--- src/rtl/rgb8_to_fp32_feeder_if.sv ---
// Pixel input handshake plus converted-pixel output bus of the RGB8 -> fp32 feeder.
//   in_valid / in_ready / in_pixel : packed {R,G,B} 8-bit pixel handshake
//   R / G / B                      : fp32 channel values presented to the HSV core
//   out_valid / out_first          : hold window of the presented pixel, pulse on its first cycle
//   pix_cnt / frame_done           : pixel index in frame, pulse on the last hold cycle of a frame
// master = pixel source / HSV-core side, slave = feeder.
interface rgb8_to_fp32_feeder_if #(
    parameter int CW = 14
);
    logic          in_valid;
    logic          in_ready;
    logic [23:0]   in_pixel;
    logic [31:0]   R;
    logic [31:0]   G;
    logic [31:0]   B;
    logic          out_valid;
    logic          out_first;
    logic [CW-1:0] pix_cnt;
    logic          frame_done;

    modport master (
        output in_valid, in_pixel,
        input  in_ready, R, G, B, out_valid, out_first, pix_cnt, frame_done
    );

    modport slave (
        input  in_valid, in_pixel,
        output in_ready, R, G, B, out_valid, out_first, pix_cnt, frame_done
    );
endinterface

--- src/rtl/rgb8_to_fp32_feeder.sv ---
// Upstream stage of the RGB->HSV core. Accepts one packed 8-bit RGB pixel, converts
// each channel (one per cycle) to an exact IEEE-754 single, then presents all three
// channels together for HOLD_CYCLES clocks. Counts pixels per frame of HEIGHT*WIDTH.
// Ports:
//   Clk   : clock, all logic on the rising edge
//   reset : synchronous, active-high
//   bus   : rgb8_to_fp32_feeder_if.slave (pixel handshake in, fp32 pixel + frame status out)
module rgb8_to_fp32_feeder #(
    parameter int HEIGHT      = 100,
    parameter int WIDTH       = 100,
    parameter int HOLD_CYCLES = 6,
    parameter int CW          = 14
) (
    input  logic                        Clk,
    input  logic                        reset,
    rgb8_to_fp32_feeder_if.slave        bus
);
    localparam int DIM = HEIGHT * WIDTH;
    localparam int HW  = $clog2(HOLD_CYCLES + 1);
    localparam logic [HW-1:0] HOLD_LAST    = HW'(HOLD_CYCLES - 1);
    // Cycle before the last hold cycle; only meaningful when HOLD_CYCLES > 1.
    localparam logic [HW-1:0] HOLD_PRELAST = HW'((HOLD_CYCLES > 1) ? (HOLD_CYCLES - 2) : 0);
    localparam logic [CW-1:0] PIX_LAST     = CW'(DIM - 1);

    typedef enum logic [2:0] {
        IDLE   = 3'd0,
        CONV_R = 3'd1,
        CONV_G = 3'd2,
        CONV_B = 3'd3,
        HOLD   = 3'd4
    } state_t;

    state_t        state_r;
    logic [23:0]   pix_r;
    logic [31:0]   r_sh_r;
    logic [31:0]   g_sh_r;
    logic [31:0]   r_out_r;
    logic [31:0]   g_out_r;
    logic [31:0]   b_out_r;
    logic          out_valid_r;
    logic          out_first_r;
    logic          frame_done_r;
    logic [CW-1:0] pix_cnt_r;
    logic [HW-1:0] hold_cnt_r;
    logic          last_pix_s;

    // Exact unsigned 8-bit integer to fp32: the value's leading one becomes the
    // implicit bit, the remaining low bits are left-aligned into the mantissa.
    function automatic logic [31:0] u8_to_fp32(input logic [7:0] v);
        logic [2:0]  p;
        logic [22:0] mant;
        logic [7:0]  expo;
        logic [31:0] res;
        p = 3'd0;
        for (int i = 0; i < 8; i++) begin
            if (v[i]) begin
                p = 3'(i);
            end
        end
        mant = {15'd0, v} << (5'd23 - {2'd0, p});
        expo = 8'd127 + {5'd0, p};
        if (v == 8'd0) begin
            res = 32'h0000_0000;
        end else begin
            res = {1'b0, expo, mant};
        end
        return res;
    endfunction

    assign last_pix_s = (pix_cnt_r == PIX_LAST);

    // Pixel FSM: accept, convert R/G/B on successive cycles, then hold the result.
    always_ff @(posedge Clk) begin
        if (reset) begin
            state_r      <= IDLE;
            pix_r        <= 24'd0;
            r_sh_r       <= 32'd0;
            g_sh_r       <= 32'd0;
            r_out_r      <= 32'd0;
            g_out_r      <= 32'd0;
            b_out_r      <= 32'd0;
            out_valid_r  <= 1'b0;
            out_first_r  <= 1'b0;
            frame_done_r <= 1'b0;
            pix_cnt_r    <= {CW{1'b0}};
            hold_cnt_r   <= {HW{1'b0}};
        end else begin
            out_first_r  <= 1'b0;
            frame_done_r <= 1'b0;
            case (state_r)
                IDLE: begin
                    // in_ready is high whenever we are here out of reset.
                    if (bus.in_valid) begin
                        pix_r   <= bus.in_pixel;
                        state_r <= CONV_R;
                    end else begin
                        state_r <= IDLE;
                    end
                end
                CONV_R: begin
                    r_sh_r  <= u8_to_fp32(pix_r[23:16]);
                    state_r <= CONV_G;
                end
                CONV_G: begin
                    g_sh_r  <= u8_to_fp32(pix_r[15:8]);
                    state_r <= CONV_B;
                end
                CONV_B: begin
                    // All three channels update on the same edge so the core never
                    // sees a mix of two pixels.
                    r_out_r      <= r_sh_r;
                    g_out_r      <= g_sh_r;
                    b_out_r      <= u8_to_fp32(pix_r[7:0]);
                    out_valid_r  <= 1'b1;
                    out_first_r  <= 1'b1;
                    hold_cnt_r   <= {HW{1'b0}};
                    frame_done_r <= (HOLD_CYCLES == 1) && last_pix_s;
                    state_r      <= HOLD;
                end
                HOLD: begin
                    if (hold_cnt_r == HOLD_LAST) begin
                        out_valid_r <= 1'b0;
                        hold_cnt_r  <= {HW{1'b0}};
                        pix_cnt_r   <= last_pix_s ? {CW{1'b0}} : (pix_cnt_r + CW'(1));
                        state_r     <= IDLE;
                    end else begin
                        hold_cnt_r   <= hold_cnt_r + HW'(1);
                        // Registered, so raised one cycle early to land on the last hold cycle.
                        frame_done_r <= (hold_cnt_r == HOLD_PRELAST) && last_pix_s;
                        state_r      <= HOLD;
                    end
                end
                default: begin
                    state_r <= IDLE;
                end
            endcase
        end
    end

    assign bus.in_ready   = (state_r == IDLE) && !reset;
    assign bus.R          = r_out_r;
    assign bus.G          = g_out_r;
    assign bus.B          = b_out_r;
    assign bus.out_valid  = out_valid_r;
    assign bus.out_first  = out_first_r;
    assign bus.pix_cnt    = pix_cnt_r;
    assign bus.frame_done = frame_done_r;
endmodule

--- src/flat_wrapper.sv ---
// flat-port wrapper written by rule: the top's interface ports become plain ports
module rgb8_to_fp32_feeder_flat 
#(
    parameter int HEIGHT      = 100,
    parameter int WIDTH       = 100,
    parameter int HOLD_CYCLES = 6,
    parameter int CW          = 14
)
  (Clk, reset, bus_in_valid, bus_in_pixel, bus_in_ready, bus_R, bus_G, bus_B, bus_out_valid, bus_out_first, bus_pix_cnt, bus_frame_done);
  rgb8_to_fp32_feeder_if #(.CW(CW)) bus_i ();
  input  logic Clk;
  input  logic reset;
  input wire logic [$bits(bus_i.in_valid)-1:0] bus_in_valid;
  input wire logic [$bits(bus_i.in_pixel)-1:0] bus_in_pixel;
  output wire logic [$bits(bus_i.in_ready)-1:0] bus_in_ready;
  output wire logic [$bits(bus_i.R)-1:0] bus_R;
  output wire logic [$bits(bus_i.G)-1:0] bus_G;
  output wire logic [$bits(bus_i.B)-1:0] bus_B;
  output wire logic [$bits(bus_i.out_valid)-1:0] bus_out_valid;
  output wire logic [$bits(bus_i.out_first)-1:0] bus_out_first;
  output wire logic [$bits(bus_i.pix_cnt)-1:0] bus_pix_cnt;
  output wire logic [$bits(bus_i.frame_done)-1:0] bus_frame_done;
  assign bus_i.in_valid = bus_in_valid;
  assign bus_i.in_pixel = bus_in_pixel;
  assign bus_in_ready = bus_i.in_ready;
  assign bus_R = bus_i.R;
  assign bus_G = bus_i.G;
  assign bus_B = bus_i.B;
  assign bus_out_valid = bus_i.out_valid;
  assign bus_out_first = bus_i.out_first;
  assign bus_pix_cnt = bus_i.pix_cnt;
  assign bus_frame_done = bus_i.frame_done;
  rgb8_to_fp32_feeder #(.HEIGHT(HEIGHT), .WIDTH(WIDTH), .HOLD_CYCLES(HOLD_CYCLES), .CW(CW)) u_core (.Clk(Clk), .reset(reset), .bus(bus_i));
endmodule
--- config.mk ---
export PLATFORM = sky130hd
export DESIGN_NAME = rgb8_to_fp32_feeder_flat
export DESIGN_NICKNAME = d
export VERILOG_FILES = /design/src/rtl/rgb8_to_fp32_feeder_if.sv /design/src/rtl/rgb8_to_fp32_feeder.sv /design/src/flat_wrapper.sv
export SDC_FILE = /design/constraint.sdc
export NUM_CORES = 1
export LEC_CHECK = 0
export CAP_MARGIN = 20
export CORE_ASPECT_RATIO = 0.7
export CORE_MARGIN = 1
export CORE_UTILIZATION = 45
export DETAILED_ROUTE_END_ITERATION = 16
export PLACE_DENSITY = 0.74
export SYNTH_ARGS = -nofsm -noshare
export SYNTH_HDL_FRONTEND = slang
export SYNTH_SLANG_ARGS = --single-unit
--- constraint.sdc ---
create_clock -name Clk -period 5.9 [get_ports Clk]
set_clock_uncertainty 0.2 [all_clocks]
set_input_delay 1.18 -clock Clk [delete_from_list [all_inputs] [get_ports Clk]]
set_output_delay 1.18 -clock Clk [all_outputs]
set_load 0.02 [all_outputs]
==> results.cfg, run 1 <==
[global_routing]
grtUsageMet3 = 0.0411
antenna_violations_before_repair = 0
grt_usage = 0.208
gr-total-overflow = 0
global_route.usage.met1 = 0.290
vias_in_the_first_global_route = 4311
grt_first_pass_wirelength_um = 21400
top_usage_layer = met2
grt_start_max_net_pins = 96
met2_usage = 0.324

[drt]
detailroute.via_count = 4980
dr.first_iter.drc_count = 319
postRouteAntennaNets = 0
viasPerCell = 5.35
detail_route.wl_per_cell_um = 14.3
detail_route.drc_violations = 0
dr.pass1.iters = 5
wirelength_um = 13300

[die]
coreArea_sq_mm = 0.0120
die_width_um = 136
floorplan.initialDensity = 0.473
rows = 33
floorplan_die_area_sq_mm = 0.0130
fp.dieH_um = 95.8
top_level_ports = 141

[worst_setup_path]
critPathArrivalTime_ns = 2.34
slowest_delay_ns = 0.70
timing.critical_path.cells = buf_2 > nor4_1 > clkdlybuf4s50_1
cp-start-kind = primary input
cp_max_fo = 2
critPathKind = in -> out
worstSetupStartpoint = reset
worst_r2r_startpoint = u_core.state_r[2]
crit_required_ns = 4.52
critical_path_cell_with_the_highest_stage_delay = clkdlybuf4s50_1
crit_path_end_kind = output port

[yosys]
synth_common_cells = nand2_1 (132), dfxtp_1 (112), a21oi_1 (96), buf_4 (58), nor2_1 (57)
synth_cell_type_count = 71
yosysWarningCount = 0
synth_async_sr_flop_share = 0
syn_area_sq_mm = 0.00566
synth-edff-count = 0
post_synth.cell_area_avg_sq_um = 7.86
synth-seq-area-share = 0.396
yosysMostFrequentCell = nand2_1
leading_register_cell_type_out_of_synthesis = dfxtp_1
yosys-top-cells-area = dfxtp_1 (40%), nand2_1 (8.8%), a21oi_1 (8.5%)
number_of_cells_produced_by_synthesis = 720
post-synth-top-area-fraction = 0.396
synth_area_leader_cell = dfxtp_1
ys_seq_elements = 112

[min_path]
min-delay-start = u_core.g_sh_r[22]
hp-class = reg -> reg

[clock_tree]
cts_inserted_buffers = 9
clk_latency_ns = 0.34
cts-root-buf = clkbuf_16
cts-resized-gates = 0
path_clk_slew_ns = 0.07
tritoncts_clock_tree = built
cts.hold.buffers_added = 0
htree_levels = 3
post_cts_buffers = 0
cts_sink_cnt = 112
clockBufferDepth = 2

[layout]
drive_above_1_share = 0.0517
area_delta_synth_final_pct = 16.6
diodes = 0
final_cell_count_no_fill = 930
nets = 800

[sta]
fmax_mhz = 269
finalHoldViolations = 0
timing.final.max_slew_violations = 0
max_slew.worst_pin.slew_ns = 0.953
unrepaired_setup_endpoints_after_global_routing = false
finalSetupViolCount = 0
setup_total_negative_slack_ns = 0
period_minus_slack_ns = 3.72
max_slew_margin = 0.364
post-route-period-util = 0.630

[place]
port_buffers = 89
dp.cells = 914
gp_congestion = 0.879
post-dp-hpwl_um = 9510

[run]
drv_cap = 0

[power]
power_density_mw_per_mm2 = 265
max-vdd-ir-drop_mv = 0.135
leakagePower_nw = 2.31

[status]
outcome = finished clean
[worst max-delay path: cells and delay by family]
family                 cells  cell delay [ns]
and+or+nand+nor            1             0.35
buffers and inverters      2             0.81
[cells in the final DEF, fill, tap and decap left out, drive strengths merged, types with 4 or more instances in the layout]
master,Yosys,layout
a211oi,4,4
nor2b,5,5
a22oi,12,12
nand3,14,14
o41ai,6,6
nor2,57,57
nor3,12,12
inv,22,24
xor2,8,8
buf,75,5
xnor2,4,4
nand2,132,132
nor3b,7,7
o21ai,25,25
clkinv,1,5
a21oi,97,97
clkbuf,31,9
dfxtp,112,112
o211ai,4,4
nor4,9,9
a31oi,4,4
o31ai,4,4
conb,1,51
ha,5,5
nand4,7,7
a2bb2oi,7,7
clkdlybuf4s50,0,88
and3,4,4
[where the power goes]
group | internal (mW) | switching, mW
Combinational | 0.118 | 0.203
Sequential | 0.784 | 0.0531
Clock | 0.296 | 0.293
[registers in the layout (all words and copies together), names as in the netlist]
signal	cells
u_core.pix_r	24
u_core.bus.pix_cnt	14
u_core.bus.B	13
u_core.bus.G	13
u_core.bus.R	13
u_core.g_sh_r	13
u_core.r_sh_r	13
u_core.hold_cnt_r	3
u_core.state_r	3
u_core.bus.frame_done	1
u_core.bus.out_first	1
u_core.bus.out_valid	1
[layout make-up]
cell class                      count  area, sq um
Fill cell                        1106         5380
Multi-Input combinational cell    529         2860
Sequential cell                   112         2240
Timing Repair Buffer               93          916
Clock buffer                        9          225
Tap cell                          157          196
Inverter                           23         86.3
Clock inverter                      7         66.3
[cells by family (layout without fill, tap and decap cells)]
group / count (synthesis) / count (layout) / share of synthesized area
adder cells (fa/ha/maj): 5 / 5 / 0.0111
multiplexers: 3 / 3 / 0.00531
buffers and inverters: 129 / 132 / 0.132
flip-flops: 112 / 112 / 0.396
AO/OA/AOI/OAI: 190 / 190 / 0.212
other: 1 / 51 / 0.000663
AND/OR/NAND/NOR: 268 / 268 / 0.223
XOR/XNOR: 12 / 12 / 0.0186
[per-layer routing]
| layer | up-vias | share of wire |
|---|---|---|
| met4 | 0 | 0.011 |
| li1 | 2477 | - |
| met5 | - | 0 |
| met1 | 2336 | 0.49 |
| met3 | 12 | 0.051 |
| met2 | 155 | 0.45 |
[final timing paths]
path | endpoint | slack [ns] | cells after the start
setup / recovery | bus_in_ready | 2.18 | 3
hold / removal | u_core.bus.G[22] | 0.25 | 2
setup reg to reg | u_core.bus.pix_cnt[3] | 3.32 | 4
hold reg to reg | u_core.bus.G[22] | 0.25 | 2
[stage by stage]
step	util	total power [mW]	worst slack, ns	area, sq um	hold WS, ns
after floorplan	-	1.12	2.59	5850	0.232
after global placement	0.527	1.16	2.26	6300	0.243
after detailed placement	0.527	1.17	2.15	6300	0.244
after CTS	0.551	1.76	2.21	6600	0.255
after global routing	0.551	1.83	2.21	6600	0.278
final	0.551	1.75	2.18	6600	0.254
Note: power is estimated with default switching activity, not from simulation.
==> run 2: changes to the inputs <==
==> constraint.sdc (replaced) <==
create_clock -name Clk -period 3.6 [get_ports Clk]
set_clock_uncertainty 0.2 [all_clocks]
set_input_delay 0.72 -clock Clk [delete_from_list [all_inputs] [get_ports Clk]]
set_output_delay 0.72 -clock Clk [all_outputs]
set_load 0.02 [all_outputs]
==> results.cfg, run 2 (synthesis gave the netlist of run 1 again) <==
[worst_setup_path]
worst_r2r_startpoint = u_core.state_r[2]
timing.critical_path.cells = nor4_1 > clkdlybuf4s50_1
worstSetupStartpoint = u_core.state_r[1]
cp-start-kind = flip-flop
crit_required_ns = 2.68
worst-r2r-cell-count = 4
critPathKind = reg -> out
critical_path_cell_with_the_highest_stage_delay = clkdlybuf4s50_1
cp_max_fo = 11
crit_path_end_kind = output port
slowest_delay_ns = 0.69
critPathArrivalTime_ns = 1.96

[layout]
area_delta_synth_final_pct = 16.4
max_flop_register = u_core.pix_r
flip_flop_count_of_the_largest_register_after_layout = 24
final_cell_area_sq_mm = 0.00659
layout.cells.most_common_list = nand2_1 (132), dfxtp_1 (112), a21oi_1 (96)
diodes = 0
drive_above_1_share = 0.0505
nets = 800
layout.cells.most_common = nand2_1

[clock_tree]
cts-root-buf = clkbuf_16
htree_levels = 3
cts.hold.buffers_added = 0
cts-resized-gates = 0
tritoncts_clock_tree = built
cts_sink_cnt = 112
clk_latency_ns = 0.35
post_cts_buffers = 0
clockBufferDepth = 2
path_clk_slew_ns = 0.07
cts_inserted_buffers = 9

[sta]
post-route-period-util = 0.799
timing.final.max_slew_violations = 0
max_slew.worst_pin.slew_ns = 0.964
finalHoldViolations = 0
unrepaired_setup_endpoints_after_global_routing = false
setup_total_negative_slack_ns = 0
period_minus_slack_ns = 2.88
max_slew_margin = 0.352
fmax_mhz = 347
finalSetupViolCount = 0

[place]
gp_congestion = 0.887
placedInstanceArea_sq_mm = 0.00630
post-dp-hpwl_um = 9710
port_buffers = 89

[global_routing]
grt_first_pass_wirelength_um = 21700
gr-total-overflow = 0
grt_start_max_net_pins = 95
vias_in_the_first_global_route = 4343
antenna_violations_before_repair = 0
grt_usage = 0.211

[die]
floorplan_die_area_sq_mm = 0.0130
coreArea_sq_mm = 0.0120
fp.dieH_um = 95.8
rows = 33
die_width_um = 136
top_level_ports = 141
floorplan.initialDensity = 0.473

[min_path]
hold-path-cell-count = 2
hp-class = reg -> reg
min-delay-start = u_core.r_sh_r[18]

[drt]
detailroute.via_count = 4984
detail_route.drc_violations = 0
dr.pass1.iters = 4
postRouteAntennaNets = 0
dr.first_iter.drc_count = 370
viasPerCell = 5.36
detail_route.wl_per_cell_um = 14.5
wirelength_um = 13500

[status]
outcome = finished clean

[power]
max-vdd-ir-drop_mv = 0.264
leakagePower_nw = 2.31
power.internal_mw = 1.96
power_frac_comb = 0.184
power.share.clock = 0.335
switching_part_of_the_total_power = 0.313
power_density_mw_per_mm2 = 433
pwr-share-seq = 0.481
p_sw_mw = 0.892

[run]
drv_cap = 0
[run 2: cell types whose count changed in the layout (fill, tap and decap cells not counted)]
cell | previous run | this run
clkinv_4 | 2 | 3
clkbuf_1 | 0 | 1
clkinv_8 | 1 | 0
clkinv_2 | 1 | 0
[run 2: layer usage]
metal,part of all wire,vias up,GRT usage
met4,0.0094,0,0.0519
met1,0.48,2319,0.290
met3,0.051,13,0.0379
met2,0.46,173,0.341
met5,0,-,0
li1,-,2479,-
[run 2: power groups by stage]
stage / combinational, mW / sequential [mW] / clock, mW
finish: 0.525 / 1.37 / 0.955
global route: 0.585 / 1.38 / 1.02
CTS: 0.520 / 1.37 / 0.967
detailed placement: 0.517 / 1.40 / 0
global placement: 0.505 / 1.40 / 0
floorplan: 0.482 / 1.35 / 0
[run 2: worst max-delay path, delay by kind of cell, from the launching register on]
family / cells / cell delay [ns]
DFF: 1 / 0.45
and+or+nand+nor: 1 / 0.47
buffers and inverters: 1 / 0.69
[run 2: worst paths after layout]
| check | slack, ns | endpoint |
|---|---|---|
| worst max-delay path | 0.72 | bus_in_ready |
| worst max register to register | 1.07 | u_core.bus.pix_cnt[3] |
| worst min-delay path | 0.26 | u_core.bus.R[18] |
| worst min register to register | 0.26 | u_core.bus.R[18] |
[run 2: through the flow]
stage,util,hold WS (ns),power [mW],setup slack [ns],std cells
6_report,0.550,0.256,2.85,0.722,930
5_1_grt,0.550,0.273,2.99,0.589,930
4_1_cts,0.550,0.256,2.86,0.673,930
3_5_place_dp,0.527,0.245,1.92,0.801,914
3_3_place_gp,0.527,0.243,1.90,0.872,914
2_1_floorplan,-,0.232,1.83,1.21,770
[run 2: final cells by class]
type                       count  area [sq um]
timing repair buffer          93           916
fill                        1101          5390
clock inverter                 6          53.8
inverter                      23          86.3
tap                          157           196
clock buffer                  10           229
multi-input combinational    529          2860
sequential                   112          2240
